File: config.mk
export PLATFORM = sky130hd
export DESIGN_NAME = ysyx_22041071_axi_rd_arb
export DESIGN_NICKNAME = d
export VERILOG_FILES = /design/src/rtl/ysyx_22041071_axi_rd_arb_pkg.sv /design/src/rtl/ysyx_22041071_rr_arb2.sv /design/src/rtl/ysyx_22041071_axi_rd_arb.sv
export SDC_FILE = /design/constraint.sdc
export NUM_CORES = 1
export LEC_CHECK = 0
export BUFFER_PORTS_ARGS = -buffer_cell sky130_fd_sc_hd__buf_2
export CAP_MARGIN = 5
export CORE_AREA = 2 2 173 175
export CTS_BUF_LIST = sky130_fd_sc_hd__clkbuf_8
export DETAILED_ROUTE_END_ITERATION = 8
export DIE_AREA = 0 0 175 177
export GPL_TIMING_DRIVEN = 0
export PLACE_DENSITY = 0.4
export SYNTH_ARGS = -nofsm -noshare
export SYNTH_HDL_FRONTEND = slang
export SYNTH_SLANG_ARGS = --single-unit
File: constraint.sdc
create_clock -name clk -period 3.98 [get_ports clk]
set_clock_uncertainty 0.1 [all_clocks]
set_input_delay 0.796 -clock clk [delete_from_list [all_inputs] [get_ports clk]]
set_output_delay 0.796 -clock clk [all_outputs]
set_load 0.05 [all_outputs]
File: src/rtl/ysyx_22041071_axi_rd_arb_pkg.sv
// ---------------------------------------------------------------------------
// ysyx_22041071_axi_rd_arb_pkg
// Shared constants for the two-port AXI read arbiter: bus widths, port
// numbering, AXI IDs per port and the arbiter FSM state encoding.
// ---------------------------------------------------------------------------
package ysyx_22041071_axi_rd_arb_pkg;

  localparam int ADDR_W = 64;
  localparam int DATA_W = 64;
  localparam int LEN_W  = 8;
  localparam int SIZE_W = 2;
  localparam int RESP_W = 2;
  localparam int ID_W   = 4;

  // Port numbering, also used as the last-grant encoding in the arbiter.
  localparam logic PORT_IFU = 1'b0;
  localparam logic PORT_LSU = 1'b1;

  localparam logic [ID_W-1:0] ID_IFU = 4'd0;
  localparam logic [ID_W-1:0] ID_LSU = 4'd1;

  typedef enum logic [1:0] {
    ST_IDLE  = 2'd0,
    ST_ISSUE = 2'd1,
    ST_WAIT  = 2'd2
  } state_e;

  function automatic logic [ID_W-1:0] port_to_id(input logic port);
    return (port == PORT_LSU) ? ID_LSU : ID_IFU;
  endfunction

endpackage

File: src/rtl/ysyx_22041071_rr_arb2.sv
// ---------------------------------------------------------------------------
// ysyx_22041071_rr_arb2
// Two-way round-robin grant logic. A lone requester always wins; on a tie
// the port that was not granted last wins. The last-grant register resets
// to port 1 so the first tie after reset goes to port 0.
//
// Ports:
//   clk, reset  clock and synchronous active-high reset
//   req_i[1:0]  request per port
//   upd_i       grant is being consumed this cycle; record it as last grant
//   gnt_o[1:0]  one-hot grant (combinational), 0 when no request
// ---------------------------------------------------------------------------
module ysyx_22041071_rr_arb2
  import ysyx_22041071_axi_rd_arb_pkg::*;
(
  input  logic       clk,
  input  logic       reset,
  input  logic [1:0] req_i,
  input  logic       upd_i,
  output logic [1:0] gnt_o
);

  logic last_q;
  logic last_d;

  always_comb begin
    gnt_o  = req_i;
    last_d = last_q;
    if (req_i == 2'b11) begin
      gnt_o = (last_q == PORT_LSU) ? 2'b01 : 2'b10;
    end
    if (upd_i && (gnt_o != 2'b00)) begin
      last_d = gnt_o[1];
    end
  end

  always_ff @(posedge clk) begin
    if (reset) begin
      last_q <= PORT_LSU;
    end else begin
      last_q <= last_d;
    end
  end

endmodule

File: src/rtl/ysyx_22041071_axi_rd_arb.sv
// ---------------------------------------------------------------------------
// ysyx_22041071_axi_rd_arb
// Arbitrates read requests from the fetch unit (port 0) and the load unit
// (port 1) onto a single AXI read master. One transaction is in flight at a
// time: IDLE grants and latches a request, ISSUE presents it to the master,
// WAIT routes response beats back to the granted port combinationally and
// checks the beat count against the latched burst length.
//
// Ports:
//   clk, reset                          clock, synchronous active-high reset
//   ifu_ar_valid/ready, ifu_addr/len/size   fetch request (port 0)
//   lsu_ar_valid/ready, lsu_addr/len/size   load request (port 1)
//   ifu_r_valid/data/resp/last          fetch response beat
//   lsu_r_valid/data/resp/last          load response beat
//   cpu_ar_valid/ready, cpu_id/addr/len/size  request to the read master
//   cpu_r_valid/data/resp/last          beat from the read master
//   arb_err                             sticky beat-count protocol error
// ---------------------------------------------------------------------------
module ysyx_22041071_axi_rd_arb
  import ysyx_22041071_axi_rd_arb_pkg::*;
(
  input  logic              clk,
  input  logic              reset,

  input  logic              ifu_ar_valid,
  output logic              ifu_ar_ready,
  input  logic [ADDR_W-1:0] ifu_addr,
  input  logic [LEN_W-1:0]  ifu_len,
  input  logic [SIZE_W-1:0] ifu_size,

  input  logic              lsu_ar_valid,
  output logic              lsu_ar_ready,
  input  logic [ADDR_W-1:0] lsu_addr,
  input  logic [LEN_W-1:0]  lsu_len,
  input  logic [SIZE_W-1:0] lsu_size,

  output logic              ifu_r_valid,
  output logic [DATA_W-1:0] ifu_r_data,
  output logic [RESP_W-1:0] ifu_r_resp,
  output logic              ifu_r_last,

  output logic              lsu_r_valid,
  output logic [DATA_W-1:0] lsu_r_data,
  output logic [RESP_W-1:0] lsu_r_resp,
  output logic              lsu_r_last,

  output logic              cpu_ar_valid,
  output logic [ID_W-1:0]   cpu_id,
  output logic [ADDR_W-1:0] cpu_addr,
  output logic [LEN_W-1:0]  cpu_len,
  output logic [SIZE_W-1:0] cpu_size,
  input  logic              cpu_ar_ready,

  input  logic              cpu_r_valid,
  input  logic [DATA_W-1:0] cpu_r_data,
  input  logic [RESP_W-1:0] cpu_r_resp,
  input  logic              cpu_r_last,

  output logic              arb_err
);

  state_e            state_q, state_d;
  logic [ADDR_W-1:0] addr_q,  addr_d;
  logic [LEN_W-1:0]  len_q,   len_d;
  logic [SIZE_W-1:0] size_q,  size_d;
  logic              port_q,  port_d;
  logic [LEN_W-1:0]  cnt_q,   cnt_d;
  logic              err_q,   err_d;

  logic [1:0]        req;
  logic [1:0]        gnt;
  logic              accept;
  logic              beat;

  assign req    = {lsu_ar_valid, ifu_ar_valid};
  // Requests are only considered in IDLE and never while reset is asserted,
  // so nothing is granted (and no ready is shown) during reset.
  assign accept = (state_q == ST_IDLE) && !reset && (gnt != 2'b00);

  ysyx_22041071_rr_arb2 u_rr_arb2 (
    .clk   (clk),
    .reset (reset),
    .req_i (req),
    .upd_i (accept),
    .gnt_o (gnt)
  );

  always_comb begin
    state_d      = state_q;
    addr_d       = addr_q;
    len_d        = len_q;
    size_d       = size_q;
    port_d       = port_q;
    cnt_d        = cnt_q;
    err_d        = err_q;
    ifu_ar_ready = 1'b0;
    lsu_ar_ready = 1'b0;
    beat         = 1'b0;

    case (state_q)
      ST_IDLE: begin
        if (accept) begin
          ifu_ar_ready = gnt[0];
          lsu_ar_ready = gnt[1];
          port_d       = gnt[1];
          addr_d       = gnt[1] ? lsu_addr : ifu_addr;
          len_d        = gnt[1] ? lsu_len  : ifu_len;
          size_d       = gnt[1] ? lsu_size : ifu_size;
          state_d      = ST_ISSUE;
        end
      end
      ST_ISSUE: begin
        if (cpu_ar_ready) begin
          cnt_d   = '0;
          state_d = ST_WAIT;
        end
      end
      ST_WAIT: begin
        if (cpu_r_valid && !reset) begin
          beat  = 1'b1;
          cnt_d = cnt_q + 8'd1;
          // cnt_q is the index of this beat; the last flag must land exactly
          // on index len, early or late both count as a protocol error.
          if (cpu_r_last != (cnt_q == len_q)) begin
            err_d = 1'b1;
          end
          if (cpu_r_last) begin
            state_d = ST_IDLE;
          end
        end
      end
      default: state_d = ST_IDLE;
    endcase
  end

  always_ff @(posedge clk) begin
    if (reset) begin
      state_q <= ST_IDLE;
      addr_q  <= '0;
      len_q   <= '0;
      size_q  <= '0;
      port_q  <= PORT_IFU;
      cnt_q   <= '0;
      err_q   <= 1'b0;
    end else begin
      state_q <= state_d;
      addr_q  <= addr_d;
      len_q   <= len_d;
      size_q  <= size_d;
      port_q  <= port_d;
      cnt_q   <= cnt_d;
      err_q   <= err_d;
    end
  end

  assign cpu_ar_valid = (state_q == ST_ISSUE);
  assign cpu_id       = port_to_id(port_q);
  assign cpu_addr     = addr_q;
  assign cpu_len      = len_q;
  assign cpu_size     = size_q;
  assign arb_err      = err_q;

  // Response payload is zeroed on the idle port so both ports read quiet
  // whenever no beat is routed to them.
  assign ifu_r_valid = beat && (port_q == PORT_IFU);
  assign ifu_r_data  = ifu_r_valid ? cpu_r_data : '0;
  assign ifu_r_resp  = ifu_r_valid ? cpu_r_resp : '0;
  assign ifu_r_last  = ifu_r_valid && cpu_r_last;

  assign lsu_r_valid = beat && (port_q == PORT_LSU);
  assign lsu_r_data  = lsu_r_valid ? cpu_r_data : '0;
  assign lsu_r_resp  = lsu_r_valid ? cpu_r_resp : '0;
  assign lsu_r_last  = lsu_r_valid && cpu_r_last;

endmodule

==> qor.csv, run 1 <==
stage,metric,value,unit
synth,post-synthesis sequential area ratio,34.37,%
timing,Tcrit/Tclk final,87.45,%
floorplan,Initial Util,17.33,%
floorplan,Ports,439,
final_layout,fillcell total,3266,
power_and_ir_drop,PD cells,314.6,nW/um^2
setup_path,Slowest cell on crit path,nor2_2,
routing,Iteration-0 DRC Markers,111,
synth,top_reg_cell synth,dfxtp_1,
setup_path,cell mode on critical path,buf_2,
synth,Post-synth EDFFs,0,
power_and_ir_drop,Tot Pwr,2498,uW
setup_path,Crit. End Element,output pin,
setup_path,element type at the critical path start,primary input,
setup_path,delay of the slowest critical-path stage,0.28,ns
grt,first-pass GRT wire length,36.67,mm
timing,max_slew headroom,42.40,%
timing,minimum clock period,3.480,ns
final_layout,final design utilization,27.15,%
grt,pin count of the biggest net entering global routing,18,
grt,met1 usage,17.34,%
grt,gr busiest metal,met2,
floorplan,Die H,177,um
synth,synth warn,0,
routing,Avg WL per Cell,18.27,um
setup_path,r2r endpoint,cpu_addr[9],
timing,RSZ-0062 raised after global routing,no,
min_path,Hold Crit Class,reg2reg,
timing,Worst Tran Pin Value,0.8640,ns
grt,M3 GR Usage,3.329,%
power_and_ir_drop,sequential fraction of design power,39.8,%
setup_path,WP data arrival,2.58,ns
synth,Netlist Area Pre-Place,5067,sq um
power_and_ir_drop,power share of the clock group,25.6,%
routing,# DRC,0,
setup_path,Worst R2R Setup Slack,1.96,ns
timing,final setup TNS,0,ns
floorplan,CORE AREA,29240,sq um
clock_network,# H-tree levels,3,
power_and_ir_drop,Pint,1480,uW
placement,Post-DP HPWL,21.74,mm
synth,"Avg Cell Area, Syn",8.798,sq um
placement,I/O Buffers,435,
power_and_ir_drop,Peak VDD IR,0.1367,mV
timing,Setup Viol. Count Final,0,
clock_network,cts repair resizes,0,
routing,DRT Pass-1 Iters,4,
min_path,hold endpoint,cpu_addr[16],
synth,Cells after Synth,576,
floorplan,Rows,63,
power_and_ir_drop,Sw Share,40.76,%
routing,Routed WL,25.96,mm
timing,Final Hold Viols,0,
grt,GRT Util Overall,16.09,%
clock_network,Post-CTS Hold Buffers,0,
routing,vias,5859,
final_layout,Final nets,1246,
routing,Via density,4.123,
synth,Post-synth ARST share,0,%
setup_path,Setup CP Type,in2out,
clock_network,clock-pin slew on the worst setup and hold paths,0.09,ns
setup_path,Worst EP required,3.08,ns
grt,vias in the first global route,5775,
synth,Seq cells post-synth,87,
final_layout,design area,7940,sq um
timing,Max Fclk,0.2873,GHz
synth,Unique masters post-synth,40,
floorplan,Die Footprint,30980,sq um
timing,"Slew Viols, Final",0,
grt,initial antenna violation count,2,
grt,global route overflow,0,
power_and_ir_drop,Comb pwr share,34.6,%
power_and_ir_drop,Leak,0.004387,uW
clock_network,clock tree root driver cell,clkbuf_8,
grt,met2 GRT Util,31.36,%
min_path,Hold Startpoint,cpu_addr[16],
status,status,completed,
clock_network,clk buf depth,2,
routing,antenna-violating nets left,0,
final_layout,Area Overhead vs Synth,56.69,%
placement,placed inst area,7740,sq um
clock_network,Clock Latency Late Sink,0.39,ns
min_path,Worst Hold Depth,2,
clock_network,post-CTS setup buffers,0,
placement,routability cong.,0.7705,
clock_network,CTS tree,done,
setup_path,worst-path cell chain,buf_2 -> nand4bb_1 -> buf_2 -> nor2_2 -> buf_2 -> buf_2 -> and2_1 -> buf_2,
setup_path,"critical path fanouts, max",10,
setup_path,RR Startpoint,state_q[1],
floorplan,Die Wd,175,um
clock_network,Num CTS Buffers,9,
run,max_cap viols,0,
power_and_ir_drop,switching pwr,1018,uW
clock_network,clk sink count,87,
final_layout,share of cells above drive strength 1,49.66,%
setup_path,worst reg2reg path depth,7,
## cell type report
type                    instances  area, sq um  area share, %
repair buffers                435         2177          27.42
well taps                     390        488.0          6.146
plain buffers                  61        336.6          4.239
diodes                          2        5.005        0.06303
clock inverters                 6        57.56         0.7249
multi-input cells             427         2985          37.60
flip-flops and latches         87         1742          21.94
inverters                       3        11.26         0.1418
clock buffers                  10        137.6          1.733
## layer usage
layer | part of all wire (%) | routed length (um)
met1 | 39 | 10020
met2 | 54 | 13930
met3 | 6.1 | 1588
met4 | 1.6 | 423
met5 | 0 | 0
## critical path: cells and delay by family
family / cells / cell delay, ns
buf+inv: 5 / 1.10
simple gates: 3 / 0.66
## sequential cells by signal, summed over array words and instances, names as in the netlist
name              cells
cpu_size              2
cpu_len               8
cpu_addr             64
state_q               2
port_q                1
cnt_q                 8
arb_err               1
u_rr_arb2.last_q      1
## power groups by stage
stage | Combinational (uW) | Sequential (uW) | Clock [uW]
2_1_floorplan | 320 | 1260 | 0
3_3_place_gp | 878 | 1010 | 0
3_5_place_dp | 878 | 1010 | 0
4_1_cts | 879 | 995 | 674
5_1_grt | 929 | 1000 | 703
6_report | 864 | 994 | 640
## worst max path at each step
stage	startpoint	end	slack [ns]	depth (start not counted)
3_3_place_gp	reset	ifu_r_data[39]	0.44	8
3_5_place_dp	reset	ifu_r_data[39]	0.40	8
4_1_cts	reset	ifu_r_data[39]	0.40	8
2_1_floorplan	reset	ifu_r_last	0.92	3
5_1_grt	reset	ifu_r_data[39]	0.36	8
6_report	reset	ifu_r_data[39]	0.50	8
## cell families (layout without fill, tap and decap cells)
logic type / Yosys count / count (layout) / share of synthesized area (%)
other: 1 / 5 / 0.07400
DFF: 87 / 87 / 34.37
and+or+nand+nor: 246 / 246 / 26.44
muxes: 74 / 74 / 14.62
AOI/OAI and AO/OA: 89 / 89 / 14.96
adders and majority gates: 1 / 1 / 0.2469
buffers and inverters: 64 / 515 / 6.864
xor gates and xnor gates: 14 / 14 / 2.420
## cell usage after synthesis (all sizes together) (4+ instances only)
| master | count | area share [%] |
|---|---|---|
| mux2i | 74 | 15 |
| clkbuf | 27 | 2.1 |
| nand2 | 4 | 0.30 |
| dfxtp | 87 | 34 |
| a21oi | 5 | 0.49 |
| a211oi | 76 | 13 |
| xor2 | 11 | 1.9 |
| and3 | 69 | 8.5 |
| nor2 | 85 | 6.3 |
| buf | 34 | 4.5 |
| and2 | 68 | 8.4 |
## cell usage in the layout, fill, tap and decap left out, types with 3 or more instances in the layout
cell type  instances
a21oi_1            5
a211oi_1          56
clkbuf_1          25
xnor2_1            3
dfxtp_1           87
and3_1            69
and2_1            68
a211oi_2          20
nand2_1            4
nand2b_1           3
buf_6              4
clkbuf_8          10
buf_4             14
nor2_1            84
nand3b_1           3
mux2i_1           74
buf_2            451
inv_1              3
conb_1             3
xor2_1            11
## through the flow
stage	cells	setup slack, ns	hold WS [ns]
5_1_grt	1420	0.3595	0.4217
4_1_cts	1419	0.4035	0.4013
6_report	1421	0.4996	0.3975
3_5_place_dp	1403	0.4048	0.3870
2_1_floorplan	578	0.9159	0.3727
3_3_place_gp	1403	0.4377	0.3706
No activity file was read; power rests on OpenSTA's default activity.
==> run 2, diff against run 1 <==
--- a/config.mk
+++ b/config.mk
@@ -5,14 +5,15 @@
 export SDC_FILE = /design/constraint.sdc
 export NUM_CORES = 1
 export LEC_CHECK = 0
+export ABC_AREA = 1
 export BUFFER_PORTS_ARGS = -buffer_cell sky130_fd_sc_hd__buf_2
 export CAP_MARGIN = 5
-export CORE_AREA = 2 2 173 175
+export CORE_AREA = 2 2 168 170
 export CTS_BUF_LIST = sky130_fd_sc_hd__clkbuf_8
 export DETAILED_ROUTE_END_ITERATION = 8
-export DIE_AREA = 0 0 175 177
+export DIE_AREA = 0 0 170 172
 export GPL_TIMING_DRIVEN = 0
-export PLACE_DENSITY = 0.4
+export PLACE_DENSITY = 0.42
 export SYNTH_ARGS = -nofsm -noshare
 export SYNTH_HDL_FRONTEND = slang
 export SYNTH_SLANG_ARGS = --single-unit
==> run 2 against run 1 <==
Sequential power is 2.2% lower. Wire length increased by 8.9%. Cell count increased by 16%. Hold slack lost 0.046 ns. Global-route usage rose by 2.0 points. Power grew 2.3%. First-iteration DRC count rose to 2.6 times the previous value. Combinational power decreased by 7.6%. Via count up 18%.
==> qor.csv, run 2 <==
stage,metric,value,unit
floorplan,Rows,61,
clock_network,Clock Latency Late Sink,0.38,ns
floorplan,Die Wd,170,um
min_path,Worst Hold Depth,2,
timing,Max Fclk,0.3165,GHz
setup_path,worst reg2reg path depth,6,
clock_network,clk sink count,87,
clock_network,Num CTS Buffers,9,
run,max_cap viols,0,
setup_path,WP data arrival,2.26,ns
synth,most common cell in the synthesized netlist,nor2_1,
synth,Netlist Area Pre-Place,5102,sq um
final_layout,"most common cell after layout, fill and taps aside",buf_2,
floorplan,Die H,172,um
grt,initial antenna violation count,7,
timing,Tcrit/Tclk final,79.38,%
timing,max_slew headroom,57.85,%
synth,post-synthesis sequential area ratio,34.13,%
final_layout,"commonest non-fill, non-tap cells in the layout","buf_2 (456), nor2_1 (214), a21oi_1 (152), nand2_1 (120), inv_1 (90)",
setup_path,Slowest cell on crit path,buf_2,
routing,antenna-violating nets left,0,
synth,post-synth top area share,34.13,%
synth,top post-synthesis cells by count,"nor2_1 (214), a21oi_1 (152), nand2_1 (120), inv_1 (90), dfxtp_1 (87)",
power_and_ir_drop,Leak,0.004539,uW
synth,Unique masters post-synth,28,
final_layout,final design utilization,28.98,%
timing,Setup Viol. Count Final,0,
timing,"Slew Viols, Final",0,
routing,Avg WL per Cell,17.18,um
synth,Post-synth ARST share,0,%
setup_path,Worst EP required,3.08,ns
clock_network,clock tree root driver cell,clkbuf_8,
setup_path,worst-path cell chain,buf_2 -> nor2_1 -> nand2_2 -> nor2_2 -> inv_2 -> buf_6 -> nor2_1 -> buf_2,
min_path,hold endpoint,arb_err,
min_path,Hold Crit Class,reg2reg,
routing,Routed WL,28.28,mm
synth,"Avg Cell Area, Syn",6.038,sq um
routing,vias,6897,
synth,"area leader, netlist",dfxtp_1,
floorplan,Initial Util,18.57,%
grt,vias in the first global route,6520,
timing,final setup TNS,0,ns
final_layout,Final nets,1513,
setup_path,Setup CP Type,in2out,
clock_network,# H-tree levels,3,
clock_network,post-CTS setup buffers,0,
grt,met2 GRT Util,33.20,%
grt,pin count of the biggest net entering global routing,16,
synth,"top cells by area, synth","dfxtp_1 (34%), nor2_1 (16%), a21oi_1 (15%)",
grt,M3 GR Usage,5.219,%
grt,gr busiest metal,met2,
synth,Post-synth EDFFs,0,
clock_network,cts repair resizes,0,
placement,routability cong.,0.8323,
placement,placed instance count,1626,
clock_network,Post-CTS Hold Buffers,0,
routing,Iteration-0 DRC Markers,284,
setup_path,"critical path fanouts, max",10,
placement,I/O Buffers,433,
placement,placed inst area,7710,sq um
synth,synth warn,0,
timing,Worst Tran Pin Value,0.6322,ns
setup_path,critical path buffer and inverter count,4,
grt,global route overflow,0,
min_path,Hold Startpoint,arb_err,
setup_path,Crit. End Element,output pin,
setup_path,critical path's top delay family,buffers and inverters,
setup_path,Worst R2R Setup Slack,2.20,ns
timing,Final Hold Viols,0,
synth,Seq cells post-synth,87,
clock_network,clk buf depth,2,
final_layout,max reg flops,64,
routing,DRT Pass-1 Iters,4,
floorplan,CORE AREA,27480,sq um
floorplan,Ports,439,
setup_path,delay of the slowest critical-path stage,0.38,ns
power_and_ir_drop,PD cells,320.8,nW/um^2
clock_network,clock-pin slew on the worst setup and hold paths,0.09,ns
final_layout,Area Overhead vs Synth,56.08,%
final_layout,design area,7964,sq um
placement,Post-DP HPWL,23.63,mm
setup_path,element type at the critical path start,primary input,
clock_network,CTS tree,done,
synth,top_reg_cell synth,dfxtp_1,
synth,Cells after Synth,845,
timing,minimum clock period,3.159,ns
timing,RSZ-0062 raised after global routing,no,
final_layout,Post-Layout Cell Count,1646,
power_and_ir_drop,Tot Pwr,2555,uW
setup_path,r2r endpoint,cpu_addr[35],
routing,# DRC,0,
grt,first-pass GRT wire length,39.32,mm
final_layout,share of cells above drive strength 1,38.58,%
power_and_ir_drop,Peak VDD IR,0.1785,mV
routing,Via density,4.190,
floorplan,Die Footprint,29240,sq um
status,status,completed,
grt,GRT Util Overall,18.09,%
grt,met1 usage,19.27,%
setup_path,RR Startpoint,u_rr_arb2.last_q,
==> run 2: cell count changes in the layout (fill, tap and decap cells not counted), moves of 10 or more <==
cell      delta
a211oi_1    -55
a211oi_2    -20
a21oi_1    +147
and2_1      -68
and3_1      -69
inv_1       +87
mux2i_1     -74
nand2_1    +116
nor2_1     +130
o21ai_0     +75
xor2_1      -10
==> run 2: cell type report <==
type | count | area, sq um
antenna | 4 | 10.01
buffer | 68 | 362.8
clock buffer | 9 | 123.9
clock inverter | 7 | 120.1
fill | 3171 | 19510
inverter | 93 | 349.1
multi-input combinational | 599 | 2656
sequential | 87 | 1742
tap | 346 | 432.9
timing repair buffer | 433 | 2167
==> run 2: worst max path at each step <==
stage,from,to,slack [ns],depth (start not counted)
2_1_floorplan,reset,ifu_r_data[34],0.39,8
3_3_place_gp,reset,lsu_r_data[63],0.67,8
3_5_place_dp,reset,lsu_r_data[63],0.65,8
4_1_cts,reset,lsu_r_data[63],0.64,8
5_1_grt,reset,lsu_r_data[63],0.58,8
6_report,reset,lsu_r_data[63],0.82,8
==> run 2: cells by family after synthesis <==
kind of cell             after synthesis  share of synthesized area, %
other                                  1                       0.07349
XOR/XNOR                               4                        0.6867
buffers and inverters                161                         13.95
flip-flops                            87                         34.13
AND/OR/NAND/NOR                      359                         27.88
AO/OA/AOI/OAI                        232                         23.03
adder cells (fa/ha/maj)                1                        0.2452
==> run 2: routing by layer <==
layer / routed length, um / up-vias
li1: - / 3539
met4: 1074 / 6
met1: 10830 / 3032
met3: 2191 / 51
met2: 14140 / 269
met5: 41 / -
==> run 2: stage by stage <==
step	worst slack, ns	hold WS, ns
global route	0.5806	0.3794
finish	0.8207	0.3518
global placement	0.6744	0.3392
floorplan	0.3926	0.3506
detailed placement	0.6518	0.3429
CTS	0.6437	0.3574
==> run 2: power by group <==
part / leakage, uW / internal, uW / total (uW) / switching, uW
sequential: 0.000713 / 933 / 972 / 38.5
clock: 0.000120 / 420 / 785 / 366
combinational: 0.00371 / 233 / 798 / 565
==> run 2: worst register-to-register path, stage by stage, from the launching register on <==
cell	delay (ns)
dfxtp_1	0.36
nand2_1	0.10
nand2_1	0.12
buf_2	0.29
clkbuf_1	0.39
o21ai_0	0.18
a21oi_1	0.15
==> run 3, diff against run 2 <==
--- a/config.mk
+++ b/config.mk
@@ -13,7 +13,7 @@
 export DETAILED_ROUTE_END_ITERATION = 8
 export DIE_AREA = 0 0 170 172
 export GPL_TIMING_DRIVEN = 0
-export PLACE_DENSITY = 0.42
+export PLACE_DENSITY = 0.44
 export SYNTH_ARGS = -nofsm -noshare
 export SYNTH_HDL_FRONTEND = slang
 export SYNTH_SLANG_ARGS = --single-unit
==> constraint.sdc (replaced) <==
create_clock -name clk -period 2.74 [get_ports clk]
set_clock_uncertainty 0.1 [all_clocks]
set_input_delay 0.548 -clock clk [delete_from_list [all_inputs] [get_ports clk]]
set_output_delay 0.548 -clock clk [all_outputs]
set_load 0.05 [all_outputs]
==> run 3 against run 2 <==
Clock-buffer cell count unchanged. Combinational power up 47%. Via count up 0.94%. Hold slack worse by 0.014 ns. Die area unchanged. Largest power group unchanged.
==> qor.csv, run 3 (synthesized netlist as in run 2, its figures left out) <==
stage,metric,value,unit
clock_network,CTS tree,done,
clock_network,Clock Latency Late Sink,0.37,ns
grt,initial antenna violation count,2,
setup_path,RR Startpoint,u_rr_arb2.last_q,
placement,routability cong.,0.8556,
final_layout,max reg flops,64,
routing,antenna-violating nets left,0,
floorplan,Initial Util,18.57,%
power_and_ir_drop,switching pwr,1403,uW
clock_network,Num CTS Buffers,9,
grt,GRT Util Overall,17.42,%
timing,final setup TNS,0,ns
clock_network,clk sink count,87,
floorplan,Rows,61,
clock_network,clock tree root driver cell,clkbuf_8,
placement,placed inst area,7895,sq um
setup_path,Setup CP Type,reg2out,
power_and_ir_drop,Peak VDD IR,0.2629,mV
routing,vias,6962,
routing,DRT Pass-1 Iters,5,
placement,placed instance count,1626,
timing,Max Fclk,0.3850,GHz
grt,vias in the first global route,6454,
min_path,hold endpoint,state_q[0],
final_layout,Area Overhead vs Synth,64.52,%
timing,Tcrit/Tclk final,94.80,%
routing,# DRC,0,
power_and_ir_drop,Pint,2494,uW
min_path,Hold Startpoint,cpu_ar_ready,
timing,max_slew headroom,57.36,%
grt,first-pass GRT wire length,38.18,mm
routing,Routed WL,27.63,mm
setup_path,Worst R2R Setup Slack,0.97,ns
power_and_ir_drop,sequential fraction of design power,36.2,%
routing,Iteration-0 DRC Markers,358,
status,status,completed,
power_and_ir_drop,PD cells,464.3,nW/um^2
setup_path,"critical path fanouts, max",10,
final_layout,Post-Layout Cell Count,1643,
placement,I/O Buffers,433,
floorplan,CORE AREA,27480,sq um
timing,RSZ-0062 raised after global routing,yes,
timing,minimum clock period,2.597,ns
setup_path,Crit. End Element,output pin,
timing,"Slew Viols, Final",0,
clock_network,Post-CTS Hold Buffers,0,
floorplan,Die H,172,um
setup_path,worst reg2reg path depth,6,
min_path,Worst Hold Depth,4,
routing,Via density,4.237,
grt,global route overflow,0,
power_and_ir_drop,Comb pwr share,30.0,%
grt,pin count of the biggest net entering global routing,16,
final_layout,"commonest non-fill, non-tap cells in the layout","buf_2 (377), a21oi_1 (152), nor2_1 (140), nand2_1 (120), inv_1 (90)",
routing,Avg WL per Cell,16.82,um
floorplan,Die Footprint,29240,sq um
setup_path,Worst EP required,2.09,ns
timing,Setup Viol. Count Final,0,
placement,Post-DP HPWL,23.01,mm
final_layout,Final nets,1513,
setup_path,r2r endpoint,cpu_addr[45],
run,max_cap viols,0,
clock_network,clock-pin slew on the worst setup and hold paths,0.10,ns
final_layout,share of cells above drive strength 1,44.75,%
min_path,Hold Crit Class,in2reg,
floorplan,Die Wd,170,um
final_layout,"most common cell after layout, fill and taps aside",buf_2,
timing,Worst Tran Pin Value,0.6397,ns
setup_path,element type at the critical path start,register,
floorplan,Ports,439,
power_and_ir_drop,power share of the clock group,33.8,%
clock_network,# H-tree levels,3,
clock_network,clk buf depth,2,
setup_path,WP data arrival,1.95,ns
power_and_ir_drop,Sw Share,36.00,%
final_layout,design area,8394,sq um
timing,Final Hold Viols,0,
power_and_ir_drop,Leak,0.004520,uW
[run 3: cell types whose count changed in the layout (fill, tap and decap cells not counted), moves of 2 or more]
cell / change
buf_2: -79
nor2_1: -74
nor2_2: +74
buf_4: +40
clkbuf_4: +39
clkbuf_1: -5
clkbuf_2: +5
diode_2: -3
bufinv_16: +2
[run 3: worst max-delay path: stages, from the launching register on]
cell and delay (ns):
dfxtp_2 0.37, inv_2 0.05, nor2_4 0.14, nand2_2 0.14
nor2_2 0.16, inv_2 0.08, buf_6 0.16, buf_6 0.16
nor2_2 0.09, clkbuf_4 0.23
[run 3: stage by stage]
step	power [uW]	worst slack (ns)	util, %	hold WS, ns
after floorplan	2185	-0.2971	-	0.3506
after global placement	2615	0.08172	28.73	0.3418
after detailed placement	2620	0.07050	28.73	0.3415
after CTS	3964	0.0002203	30.07	0.3073
after global routing	4123	-0.01808	30.54	0.3223
final	3897	0.1426	30.55	0.3383
[run 3: per-layer routing]
metal / GRT usage [%] / wire, um
met4: 5.314 / 497
met1: 18.87 / 10670
met5: 0 / 24
met2: 33.45 / 14570
met3: 4.120 / 1874
[run 3: worst max path at each step]
stage | startpoint | endpoint | slack [ns] | depth (start not counted)
6_report | state_q[1] | ifu_r_data[36] | 0.14 | 9
5_1_grt | state_q[0] | ifu_ar_ready | -0.02 | 6
4_1_cts | state_q[1] | ifu_r_data[47] | 0.0002 | 9
2_1_floorplan | reset | ifu_r_data[10] | -0.30 | 7
3_3_place_gp | reset | ifu_ar_ready | 0.08 | 7
3_5_place_dp | reset | ifu_r_data[46] | 0.07 | 9
[run 3: layout make-up]
| cell class | instances | area [sq um] |
|---|---|---|
| fill | 3157 | 19080 |
| multi-input combinational | 599 | 2841 |
| timing repair buffer | 433 | 2365 |
| sequential | 87 | 1743 |
| tap | 346 | 432.9 |
| buffer | 68 | 369.1 |
| inverter | 93 | 349.1 |
| clock inverter | 7 | 167.7 |
| clock buffer | 9 | 123.9 |
| antenna | 1 | 2.502 |
[run 3: power groups by stage]
stage	registers (uW)	logic (uW)	clock network (uW)
floorplan	1730	458	0
global placement	1440	1180	0
detailed placement	1440	1180	0
CTS	1410	1180	1370
global route	1420	1270	1430
finish	1410	1170	1320
[run 3: repair_timing]
action,in CTS,in global routing
setup buffers,0,0
resized for setup,30,70
setup endpoints to repair,30,123
cloned,0,0
